**config.mk**
```make
export PLATFORM = sky130hd
export DESIGN_NAME = pikachu_hit_reaction
export DESIGN_NICKNAME = d
export VERILOG_FILES = /design/src/rtl/pikachu_hit_reaction.sv
export SDC_FILE = /design/constraint.sdc
export NUM_CORES = 1
export LEC_CHECK = 0
export CORE_AREA = 2 2 63 109
export DETAILED_ROUTE_END_ITERATION = 16
export DIE_AREA = 0 0 65 111
export PLACE_DENSITY = 0.63
export SYNTH_ARGS = -nofsm -noshare
export SYNTH_HDL_FRONTEND = slang
export SYNTH_SLANG_ARGS = --single-unit
```
**constraint.sdc**
```tcl
create_clock -name clock -period 2.58 [get_ports clock]
set_input_delay 0.387 -clock clock [delete_from_list [all_inputs] [get_ports clock]]
set_output_delay 0.387 -clock clock [all_outputs]
set_load 0.02 [all_outputs]
```
**src/rtl/pikachu_hit_reaction.sv**
```systemverilog
// Defender hit reaction: recoil right and back, blink, then drain HP one point per frame.
// Every output is registered; the next-state logic is computed combinationally and registered in one place.
module pikachu_hit_reaction #(
  parameter int RECOIL_PX    = 8,
  parameter int BLINK_FRAMES = 6,
  parameter int HP_MAX       = 100
) (
  input  logic       clock,
  input  logic       reset_all,
  input  logic       frame_tick,
  input  logic       hit_strobe,
  input  logic [7:0] damage,
  output logic [8:0] offset_x,
  output logic       visible,
  output logic [7:0] hp,
  output logic       busy,
  output logic       done_hit,
  output logic       fainted
);

  localparam logic [8:0] LP_PEAK  = 9'(RECOIL_PX);
  localparam logic [7:0] LP_BLINK = 8'(BLINK_FRAMES);
  localparam logic [7:0] LP_HP    = 8'(HP_MAX);

  typedef enum logic [2:0] {
    S_IDLE,
    S_RECOIL_OUT,
    S_RECOIL_BACK,
    S_BLINK,
    S_DRAIN,
    S_DONE
  } state_t;

  state_t     r_state, w_state_nx;
  logic [8:0] r_offset, w_offset_nx;
  logic       r_visible, w_visible_nx;
  logic [7:0] r_hp, w_hp_nx;
  logic       r_busy, w_busy_nx;
  logic       r_done, w_done_nx;
  logic       r_fainted, w_fainted_nx;
  logic [7:0] r_pending, w_pending_nx;
  logic [7:0] r_blink_cnt, w_blink_cnt_nx;

  // Decrement that holds at zero, so neither HP nor the pending damage can wrap.
  function automatic logic [7:0] sat_dec8(input logic [7:0] v);
    return (v == 8'd0) ? 8'd0 : v - 8'd1;
  endfunction

  always_ff @(posedge clock or posedge reset_all) begin
    if (reset_all) begin
      r_state     <= S_IDLE;
      r_offset    <= 9'd0;
      r_visible   <= 1'b1;
      r_hp        <= LP_HP;
      r_busy      <= 1'b0;
      r_done      <= 1'b0;
      r_fainted   <= 1'b0;
      r_pending   <= 8'd0;
      r_blink_cnt <= 8'd0;
    end else begin
      r_state     <= w_state_nx;
      r_offset    <= w_offset_nx;
      r_visible   <= w_visible_nx;
      r_hp        <= w_hp_nx;
      r_busy      <= w_busy_nx;
      r_done      <= w_done_nx;
      r_fainted   <= w_fainted_nx;
      r_pending   <= w_pending_nx;
      r_blink_cnt <= w_blink_cnt_nx;
    end
  end

  always_comb begin
    w_state_nx     = r_state;
    w_offset_nx    = r_offset;
    w_visible_nx   = r_visible;
    w_hp_nx        = r_hp;
    w_busy_nx      = r_busy;
    w_done_nx      = 1'b0;
    w_fainted_nx   = r_fainted;
    w_pending_nx   = r_pending;
    w_blink_cnt_nx = r_blink_cnt;

    case (r_state)
      // A frame_tick coinciding with the accepted hit is deliberately not used for motion.
      S_IDLE: begin
        if (hit_strobe && !r_fainted) begin
          w_pending_nx = damage;
          w_busy_nx    = 1'b1;
          w_state_nx   = S_RECOIL_OUT;
        end
      end
      S_RECOIL_OUT: begin
        if (frame_tick) begin
          w_offset_nx = r_offset + 9'd1;
          if ((r_offset + 9'd1) == LP_PEAK) w_state_nx = S_RECOIL_BACK;
        end
      end
      S_RECOIL_BACK: begin
        if (frame_tick) begin
          w_offset_nx = r_offset - 9'd1;
          if ((r_offset - 9'd1) == 9'd0) begin
            w_blink_cnt_nx = 8'd0;
            w_state_nx     = S_BLINK;
          end
        end
      end
      S_BLINK: begin
        if (frame_tick) begin
          w_visible_nx   = ~r_visible;
          w_blink_cnt_nx = r_blink_cnt + 8'd1;
          if ((r_blink_cnt + 8'd1) == LP_BLINK) w_state_nx = S_DRAIN;
        end
      end
      // Exit does not wait for a tick; leftover pending damage is dropped once HP is empty.
      S_DRAIN: begin
        if ((r_pending == 8'd0) || (r_hp == 8'd0)) begin
          w_state_nx = S_DONE;
          w_done_nx  = 1'b1;
          if (r_hp == 8'd0) w_fainted_nx = 1'b1;
        end else if (frame_tick) begin
          w_hp_nx      = sat_dec8(r_hp);
          w_pending_nx = sat_dec8(r_pending);
        end
      end
      S_DONE: begin
        w_busy_nx  = 1'b0;
        w_state_nx = S_IDLE;
      end
      default: w_state_nx = S_IDLE;
    endcase
  end

  assign offset_x = r_offset;
  assign visible  = r_visible;
  assign hp       = r_hp;
  assign busy     = r_busy;
  assign done_hit = r_done;
  assign fainted  = r_fainted;

endmodule

```
* Word level (Yosys, flattened, before mapping) *
Index checks and enable logic that the tools add are counted.

word-level totals
  flip-flop bits (word level) = 40
  word-level logic and storage cells = 78
  bits of input ports = 12

operators by class
  reduce and logical (&&, ||, !) cells = 19
  equality and inequality tests = 17
  multiplexer cells = 26
  add/sub/neg operators = 5
  bitwise logic cells = 2

operator list
  cell                   count
  $mux W8                8
  $pmux W8 S2            2
  $mux W3                8
  $ne A2 B2 Y1 const B   10
  $mux W9                2
  $pmux W9 S2            1
  $logic_not A8 Y1       2
  $sub A8 B1 Y8 const B  2
  $pmux W3 S5            1
  $add A9 B1 Y9 const B  1
  $eq A9 B4 Y1 const B   1
  $logic_not A9 Y1       1
  $reduce_and A3 Y1      3
  $sub A9 B1 Y9 const B  1
  $add A8 B1 Y8 const B  1
  $eq A8 B3 Y1 const B   1
  $reduce_and A4 Y1      2
  $reduce_and A8 Y1      1
  $reduce_bool A2 Y1     4
  $eq A3 B2 Y1 const B   2
  $eq A3 B3 Y1 const B   2
  $reduce_and A2 Y1      2
  $eq A3 B1 Y1 const B   1
  $logic_not A3 Y1       1
  6 further kinds        9

* Depth between registers and ports, before layout *
Gate-level depths: netlist of the first run.

  depth in word-level cells = 5
  depth in mapped cells = 10
  depth with buffers taken out = 8

* Worst setup path after synthesis of the first run *
OpenSTA, ideal clock, no wires.

  path type = register to register
  start = reg r_offset[1] (netlist: offset_x[1])
  end = reg r_blink_cnt[3]
  path slack = 0.321 ns
  period minus slack after synthesis = 2.259 ns
  cell stages (with the launch flop) = 11
  arrival = 2.138 ns
  setup time = 0.121 ns
  data required time = 2.459 ns
  cells stage by stage = dfrtp_1 > buf_2 > inv_1 > ha_1 > nor2b_1 > o21ai_0 > o2bb2ai_1 > a41oi_1 > or2_1 > buf_2 > a22o_1

on the way
  cells in the longest elaborated chain, start to end = 4

ends and longest elaborated chain
  item                         line  source
  start: declaration           35    logic [8:0] r_offset, w_offset_nx;
  start signal: assignment     62    r_offset <= w_offset_nx;
  $sub A9 B1 Y9                102   if ((r_offset - 9'd1) == 9'd0) begin
  $logic_not A9 Y1             102
  $ne A2 B2 Y1 (no line)       --
  $reduce_and A4 Y1 (no line)  --
  end signal: assignment       69    r_blink_cnt <= w_blink_cnt_nx;
  end: declaration             42    logic [7:0] r_blink_cnt, w_blink_cnt_nx;

No other way between the ends.
A chain may end at the register's enable or synchronous reset.

* Final worst setup path of the first run *
  start = reg r_offset[0] (netlist: offset_x[0])
  end = reg r_blink_cnt[4]

The elaborated chain is that of the path after synthesis.

==> key figures, run 1 <==
Yosys
  – Synth area leaders: dfrtp_1, o21ai_0, xnor2_1
  – Largest area contributor in the netlist: dfrtp_1
  – Synth Register Bits: 40
  – Post-synth net total: 315
  – Count leader, synth: dfrtp_1
  – Post-synth EDFFs: 0
  – Syn Std Cell Area: 2580 um2
  – Netlist cell types: 55
  – Async set or reset register ratio after synthesis: 100%
  – Post-synth top area share: 35.0%
  – Post-synthesis sequential area ratio: between 30% and 40%
  – Average instance area after synthesis: 8.74 um2
  – Top_reg_cell synth: dfrtp_1
  – Ys Warns: 0
  – Synth Instances: between 200 and 300
  – Commonest cells in the netlist: dfrtp_1, o21ai_0, nand2_1

Layout
  – Final Util: between 50% and 60%
  – # diodes: 0
  – Fin cells: 416
  – # nets final: 353
  – Proportion of layout cells with a drive suffix above 1: 10.8%
  – Synth-to-Final Area Change: 24.6%
  – Design area: about 3200 um2

Critical path
  – Cell Chain, Critical Path: buf_4, nor3_1, a31oi_1, o2bb2ai_1, a41oi_1, or2_1, a22o_1
  – R2R Path End: r_blink_cnt[4]
  – CP max stage delay: 0.44 ns
  – Crit-path slowest cell: nor3_1
  – Crit path to: r_blink_cnt[4]
  – CP Max Fanout: 7
  – R2R cell count: 7
  – FF-to-FF Start: offset_x[0]
  – Crit path required time: between 2 and 3 ns
  – Startpoint types: register
  – Worst Setup SP: offset_x[0]
  – WS Path Type: reg2reg
  – Critical path arrival: 2.49 ns
  – R2R setup slack: 0.26 ns
  – Worst setup EP type: register

Clock tree
  – Cts repair resizes: 0
  – Worst-path clk slew: 0.06 ns
  – Clock buffer count from CTS: 5
  – Hold-fix buffers, CTS: 0
  – H-Tree Depth: 2
  – Clock Latency Late Sink: ~0.28 ns
  – Clock Sinks: 40
  – CTS tree: done
  – Max Buffers Root-to-Sink: 2
  – Setup bufs post-CTS: 0
  – Root buffer cell: clkbuf_16

Timing
  – Rel. slew slack: 65.2%
  – Final Cycle Share: 89.9%
  – Hold Slack: 0.491 ns
  – RSZ-0062 raised after global routing: false
  – Setup violators final: 0
  – Clock skew after layout: 0.00637 ns
  – Slew @ Worst Pin: around 0.52 ns
  – Final Hold Fails: 0
  – Setup TNS Final: 0 ns
  – Final min period: 2.32 ns
  – Fmax: 0.431 GHz
  – Worst setup margin: 0.261 ns
  – Slew Limit Fails: 0

Route
  – Drt wl/cell: about 15 um
  – DR pass1 iterations: 4
  – Antenna Violating Nets Remaining: 0
  – Via-per-instance ratio: between 5 and 6
  – DRT iter0 DRCs: 148
  – Via count: 2299
  – Post-Route WL: 6340 um
  – Drt drc: 0

GRT
  – First-pass GRT wire length: 10600 um
  – Number of global-route vias before repair: 2283
  – Grt ovf: 0
  – Total global-route track usage: 18.7%
  – Largest net degree at the start of global routing: 41
  – Initial antenna violation count: 0

Floorplanning
  – Die Area: ~7200 um2
  – FP Rows: 39
  – Starting Density: 40.3%
  – Die width: 65 um
  – I/O Pins: 33
  – Core ar.: ~6400 um2
  – Die Ht: 111 um

Pwr
  – Pwr Total: between 3 and 4 mW
  – Pwr Density: 937 nW/um2
  – Max VDD drop: between 0.5 and 0.6 mV
  – Static Leakage: 1.34 nW

Status
  – Status: completed

Placed design
  – Placed Cells: 408
  – Setup slack at placement: 0.214 ns
  – Detailed Place HPWL: 4730 um
  – Final Wtd Congestion: 0.912
  – IO Port Bufs: 32
  – Cell Area, Placed: 3040 um2

Run
  – Max-cap violations: 0

Min path
  – Hold crit path type: reg2reg
-- where the power goes --
group | internal, mW | leakage, nW | total [mW] | switching [mW]
Combinational | 0.577 | 0.750 | 1.24 | 0.662
Sequential | 0.792 | 0.505 | 1.05 | 0.256
Clock | 0.460 | 0.0804 | 0.723 | 0.263
-- flip-flops by register name, indices dropped and copies added (netlist names) --
register	count
offset_x	9
busy	1
r_state	3
fainted	1
r_blink_cnt	8
visible	1
hp	8
done_hit	1
r_pending	8
-- how the worst min path moves through the flow --
stage	from	end	slack (ns)	cells after the start
after global routing	visible	visible	0.50	1
final	visible	visible	0.49	1
after CTS	visible	visible	0.49	1
after detailed placement	visible	visible	0.48	1
after floorplan	r_blink_cnt[7]	r_blink_cnt[7]	0.49	1
after global placement	hp[7]	hp[7]	0.47	1
-- logic make-up after synthesis --
kind of cell	Yosys count	share of synthesized area (%)
compound gates	78	20.0
buf+inv	29	4.61
xor+xnor	20	6.80
fa+ha+maj	8	3.88
simple gates	120	25.7
flops	40	39.0
-- layout by cell type, fill, tap and decap left out, types with 5 or more instances in the layout --
master	Yosys	final
a21oi_1	10	10
a22o_1	5	5
a31oi_1	5	5
and3_1	5	5
buf_4	1	14
clkbuf_16	0	5
clkdlybuf4s50_1	0	32
dfrtp_1	36	36
ha_1	8	8
inv_1	13	13
nand2_1	25	25
nand2b_1	5	5
nand3_1	10	10
nand4_1	5	5
nor2_1	23	23
nor2b_1	8	8
nor3_1	7	7
nor4_1	7	7
o21ai_0	29	29
xnor2_1	14	14
xor2_1	6	6
-- area by class of cell --
class,instances,area (um2)
fill,628,3180
multi-input combinational,226,1450
sequential,40,1010
timing repair buffer,46,425
clock buffer,5,125
tap,82,103
inverter,14,52.6
clock inverter,3,46.3
-- routing by layer --
layer	vias to the layer above	routed length [um]	global-route usage [%]
met1	1097	2560	20.9
met5	-	0	0
met2	42	3430	34.0
met3	13	201	2.94
li1	1147	-	-
met4	0	144	7.94
-- critical path: cells and delay by family, from the launching register on --
kind	cells	cell delay (ns)
flip-flops	1	0.43
AND/OR/NAND/NOR	2	0.79
AO/OA/AOI/OAI	4	0.81
buffers and inverters	1	0.18
No activity file was read; power rests on OpenSTA's default activity.
==> run 2, diff against run 1 <==
--- a/config.mk
+++ b/config.mk
@@ -5,9 +5,9 @@
 export SDC_FILE = /design/constraint.sdc
 export NUM_CORES = 1
 export LEC_CHECK = 0
-export CORE_AREA = 2 2 63 109
+export CORE_AREA = 4 4 65 111
 export DETAILED_ROUTE_END_ITERATION = 16
-export DIE_AREA = 0 0 65 111
+export DIE_AREA = 0 0 69 115
 export PLACE_DENSITY = 0.63
 export SYNTH_ARGS = -nofsm -noshare
 export SYNTH_HDL_FRONTEND = slang
==> run 2 against run 1 <==
Effect of this change: power fell by 11%; register-to-register slack lost 0.04 ns; combinational power down 4%; non-clock buffer count shrank 4; critical path type unchanged; highest routed layer unchanged.
==> key figures, run 2 (synthesis results as in run 1) <==
Critical path
  – Crit-path slowest cell: nor3_1
  – Crit path max-delay family: compound AO/OA/AOI/OAI gates
  – FF-to-FF Start: offset_x[0]
  – Cell Chain, Critical Path: buf_4, nor3_1, a31oi_1, o2bb2ai_1, a41oi_2, or2_1, a22o_1
  – Critical path buffers and inverters: 1
  – Crit path required time: about 2.8 ns
  – R2R Path End: r_blink_cnt[4]
  – R2R setup slack: approximately 0.22 ns
  – CP Max Fanout: 7
  – Worst setup EP type: register
  – Startpoint types: register
  – WS Path Type: reg2reg
  – Critical path arrival: about 2.5 ns
  – R2R cell count: 7
  – CP max stage delay: 0.45 ns

Timing
  – Setup TNS Final: 0 ns
  – Hold Slack: 0.492 ns
  – Rel. slew slack: approximately two thirds
  – Slew @ Worst Pin: 0.513 ns
  – Clock skew after layout: 0.00732 ns
  – Fmax: around 0.42 GHz
  – Final Cycle Share: 91.3%
  – RSZ-0062 raised after global routing: false
  – Setup violators final: 0
  – Final Hold Fails: 0
  – Final min period: between 2 and 2.5 ns
  – Slew Limit Fails: 0

Placed design
  – Final Wtd Congestion: ~0.83
  – IO Port Bufs: 32
  – Detailed Place HPWL: 4620 um

Layout
  – Proportion of layout cells with a drive suffix above 1: 10.0%
  – Commonest non-fill, non-tap cell in the layout: dfrtp_1
  – # diodes: 0
  – Commonest cells after routing, fill and taps aside: dfrtp_1, clkdlybuf4s50_1, o21ai_0, nand2_1, nor2_1
  – # nets final: between 300 and 400
  – Largest register FFs: 9
  – Synth-to-Final Area Change: 20.3%

Run
  – Max-cap violations: 0

Clock tree
  – Max Buffers Root-to-Sink: 2
  – Worst-path clk slew: about 0.080 ns
  – Clock Latency Late Sink: a little under 0.3 ns
  – CTS tree: done
  – Clock Sinks: 40
  – H-Tree Depth: 2
  – Setup bufs post-CTS: 0
  – Hold-fix buffers, CTS: 0
  – Clock buffer count from CTS: 5
  – Root buffer cell: clkbuf_8

Route
  – Drt wl/cell: 15.3 um
  – DR pass1 iterations: 5
  – Via count: about 2300
  – Via-per-instance ratio: between 5 and 6
  – Drt drc: 0
  – Antenna Violating Nets Remaining: 0
  – Post-Route WL: 6290 um
  – DRT iter0 DRCs: 169

Pwr
  – Sequential power share: 39.7%
  – Pwr Total: 2.68 mW
  – Sw Share: between 40% and 50%
  – Logic pwr share: between 40% and 50%
  – Internal power: 1.53 mW
  – Pwr Density: about 860 nW/um2
  – Static Leakage: 1.28 nW
  – Psw: 1.15 mW
  – Clock share of power: 15.7%
  – Max VDD drop: 0.517 mV

Floorplanning
  – Die width: 69 um
  – Starting Density: 41.1%
  – Die Area: 7940 um2
  – Core ar.: 6280 um2
  – I/O Pins: 33
  – Die Ht: around 120 um
  – FP Rows: 38

GRT
  – Initial antenna violation count: 0
  – Grt ovf: 0
  – Total global-route track usage: 16.6%
  – Number of global-route vias before repair: 2382
  – Largest net degree at the start of global routing: 41
  – First-pass GRT wire length: 10900 um

Min path
  – Hold crit path type: reg2reg
  – WHS Endpoint: visible
  – Worst Hold Path Cells: 1
  – Min-delay src: visible

Status
  – Status: completed
run 2: metal layers:
layer / GRT usage, % / share of wire (%) / vias up
met5: 0 / 0 / -
met4: 7.69 / 2.4 / 0
met3: 2.10 / 2.7 / 11
met2: 31.1 / 54 / 55
met1: 18.5 / 41 / 1116
li1: - / - / 1138
run 2: worst max-delay path by stage:
stage,slack [ns],cells after the start,start,endpoint
2_1_floorplan,0.32,10,offset_x[1],r_blink_cnt[3]
3_3_place_gp,0.25,7,hit_strobe,r_state[1]
3_5_place_dp,0.19,7,hit_strobe,r_state[1]
4_1_cts,0.24,7,offset_x[0],r_blink_cnt[4]
5_1_grt,0.02,8,offset_x[1],r_blink_cnt[4]
6_report,0.22,7,offset_x[0],r_blink_cnt[4]
run 2: power groups by stage:
stage	clock network [mW]	logic, mW	registers [mW]
after CTS	0.442	1.19	1.06
after global routing	0.464	1.33	1.10
after global placement	0	1.17	1.07
after floorplan	0	0.825	1.02
after detailed placement	0	1.18	1.07
final	0.420	1.19	1.06
run 2: cell type report:
| type | instances | area, um2 |
|---|---|---|
| timing repair buffer | 42 | 395 |
| fill | 636 | 3170 |
| inverter | 14 | 52.6 |
| clock inverter | 3 | 18.8 |
| multi-input combinational | 226 | 1460 |
| sequential | 40 | 1010 |
| clock buffer | 5 | 68.8 |
| tap | 80 | 100 |
run 2: repair_timing:
item                                    4_1_cts  5_1_grt
gates resized for setup                       0        1
endpoints found under the setup margin        0        3
endpoints found under the hold margin         0        0
run 2: metrics by stage:
stage	instance area [um2]	worst slack (ns)	cells	utilization (%)
3_5_place_dp	3010	0.186	402	47.9
4_1_cts	3090	0.239	410	49.3
5_1_grt	3100	0.0235	410	49.4
2_1_floorplan	2580	0.321	295	-
6_report	3100	0.224	410	49.4
3_3_place_gp	3010	0.245	402	47.9
run 2: worst register-to-register path, stage by stage (launching register included):
cell	delay (ns)
dfrtp_1	0.44
buf_4	0.18
nor3_1	0.45
a31oi_1	0.16
o2bb2ai_1	0.23
a41oi_2	0.18
or2_1	0.34
a22o_1	0.26
==> run 3, diff against run 2 <==
--- a/config.mk
+++ b/config.mk
@@ -5,10 +5,13 @@
 export SDC_FILE = /design/constraint.sdc
 export NUM_CORES = 1
 export LEC_CHECK = 0
-export CORE_AREA = 4 4 65 111
+export CELL_PAD_IN_SITES_DETAIL_PLACEMENT = 0
+export CELL_PAD_IN_SITES_GLOBAL_PLACEMENT = 1
+export CORE_AREA = 4 4 116 63
+export CTS_CLUSTER_SIZE = 12
 export DETAILED_ROUTE_END_ITERATION = 16
-export DIE_AREA = 0 0 69 115
-export PLACE_DENSITY = 0.63
+export DIE_AREA = 0 0 120 67
+export PLACE_DENSITY = 0.79
 export SYNTH_ARGS = -nofsm -noshare
 export SYNTH_HDL_FRONTEND = slang
 export SYNTH_SLANG_ARGS = --single-unit
==> run 3 against run 2 <==
Effect of this change: cell area rose by 3.0%; core utilization up 0.61 points; sequential share of layout area is 0.94 points lower; setup slack better by 0.026 ns; highest routed layer unchanged; largest cell class unchanged; count of clock-buffer cells in the layout grew 2; critical path type unchanged; combinational power rose by 3%.
==> key figures, run 3 (synthesis results as in run 1) <==
Timing
  – Fmax: 0.429 GHz
  – Final min period: between 2 and 2.5 ns
  – Clock skew after layout: roughly 0.0064 ns
  – Final Hold Fails: 0
  – RSZ-0062 raised after global routing: false
  – Slew Limit Fails: 0
  – Setup TNS Final: 0 ns
  – Setup violators final: 0
  – Slew @ Worst Pin: 0.681 ns
  – Rel. slew slack: 54.2%
  – Worst setup margin: 0.251 ns
  – Final Cycle Share: 90.3%

GRT
  – Number of global-route vias before repair: 2000
  – Total global-route track usage: 17.1%
  – Initial antenna violation count: 0
  – Grt ovf: 0
  – Met2 Resource Use GR: 20.6%
  – First-pass GRT wire length: 10700 um
  – GR Util met3: 4.66%
  – Most congested layer reported by global routing: met1
  – Largest net degree at the start of global routing: slightly above 40
  – Met1 usage: between 20% and 30%

Layout
  – Design area: 3190 um2
  – Commonest non-fill, non-tap cell in the layout: dfrtp_1
  – Largest register FFs: 9
  – # diodes: 0
  – Final Util: 50.0%
  – Synth-to-Final Area Change: 23.9%
  – # nets final: between 300 and 400
  – Proportion of layout cells with a drive suffix above 1: 10.2%
  – Commonest cells after routing, fill and taps aside: dfrtp_1, clkdlybuf4s50_1, o21ai_0, nand2_1, nor2_1

Critical path
  – Critical path buffers and inverters: 1
  – WS Path Type: reg2reg
  – R2R Path End: r_blink_cnt[3]
  – Crit-path slowest cell: dfrtp_1
  – Crit path required time: 2.75 ns
  – FF-to-FF Start: offset_x[1]
  – CP Max Fanout: 7
  – Crit path max-delay family: compound AO/OA/AOI/OAI gates
  – Critical path arrival: between 2 and 3 ns
  – Startpoint types: register
  – R2R setup slack: 0.25 ns
  – CP max stage delay: 0.43 ns
  – Cell Chain, Critical Path: inv_1, ha_1, nor4bb_1, a31oi_1, o2bb2ai_1, a41oi_1, or2_1, a22o_1
  – R2R cell count: 8
  – Worst setup EP type: register

Min path
  – Worst Hold Path Cells: 1
  – WHS Endpoint: visible
  – Min-delay src: visible
  – Hold crit path type: reg2reg

Status
  – Status: completed

Placed design
  – Cell Area, Placed: 3040 um2
  – IO Port Bufs: 32
  – Setup slack at placement: 0.201 ns
  – Detailed Place HPWL: 4780 um
  – Final Wtd Congestion: about 0.9

Clock tree
  – Setup bufs post-CTS: 0
  – Worst-path clk slew: 0.06 ns
  – Root buffer cell: clkbuf_16
  – Hold-fix buffers, CTS: 0
  – Cts repair resizes: 0
  – Clock buffer count from CTS: 5
  – Max Buffers Root-to-Sink: 2
  – CTS tree: done
  – H-Tree Depth: 2
  – Clock Latency Late Sink: 0.28 ns
  – Clock Sinks: 40

Route
  – Drt drc: 0
  – Post-Route WL: 6470 um
  – Drt wl/cell: 15.2 um
  – Via count: 2348
  – DR pass1 iterations: 5
  – Via-per-instance ratio: 5.52
  – DRT iter0 DRCs: 164
  – Antenna Violating Nets Remaining: 0

Pwr
  – Pwr Density: 916 nW/um2
  – Max VDD drop: 0.462 mV
  – Static Leakage: 1.32 nW

Floorplanning
  – Core ar.: 6380 um2
  – Die Ht: 67 um
  – FP Rows: 21
  – Die width: 120 um
  – Die Area: 8040 um2
  – Starting Density: 40.4%
  – I/O Pins: 33

Run
  – Max-cap violations: 0
[run 3: changes by cell type in the layout (fill, tap and decap cells not counted)]
cell / before / now
clkbuf_16: 0 / 5
clkbuf_8: 5 / 1
buf_4: 10 / 13
clkinv_2: 2 / 0
a41oi_1: 0 / 1
a41oi_2: 1 / 0
clkbuf_1: 0 / 1
clkinv_4: 1 / 0
clkinvlp_4: 0 / 1
[run 3: power by group]
part           switching [mW]  internal [mW]  total (mW)
Combinational           0.668          0.565        1.23
Sequential              0.266          0.792        1.06
Clock                   0.247          0.385       0.632
Total                    1.18           1.74        2.92
[run 3: per-stage QoR]
stage / hold slack [ns] / power, mW / instances
final: 0.489 / 2.92 / 425
after global routing: 0.503 / 3.14 / 425
after CTS: 0.493 / 2.93 / 425
after detailed placement: 0.482 / 2.28 / 417
after global placement: 0.479 / 2.28 / 417
after floorplan: 0.494 / 1.85 / 295
[run 3: worst register-to-register path, cell delays in order, from the launching register on]
cell	delay, ns
dfrtp_1	0.43
inv_1	0.10
ha_1	0.31
nor4bb_1	0.27
a31oi_1	0.08
o2bb2ai_1	0.18
a41oi_1	0.21
or2_1	0.36
a22o_1	0.27
[run 3: final cells by class]
type	instances	area (um2)
clock buffers	7	143
clock inverters	1	7.51
fillers	618	3190
inverters	14	52.6
multi-input cells	226	1450
flip-flops and latches	40	1010
well taps	92	115
repair buffers	45	418
[run 3: metal layers]
metal  routed length [um]  up-vias
li1                     -     1149
met1                 3700     1117
met2                 2290       77
met3                  435        5
met4                   40        0
met5                    0        -
[run 3: worst max-delay path by stage]
| stage | start | endpoint | slack, ns | cells after the start |
|---|---|---|---|---|
| finish | offset_x[1] | r_blink_cnt[3] | 0.25 | 8 |
| global placement | hit_strobe | r_state[1] | 0.26 | 7 |
| floorplan | offset_x[1] | r_blink_cnt[3] | 0.32 | 10 |
| global route | offset_x[1] | r_blink_cnt[3] | 0.05 | 8 |
| CTS | offset_x[1] | r_blink_cnt[3] | 0.25 | 8 |
| detailed placement | hit_strobe | r_state[1] | 0.20 | 7 |
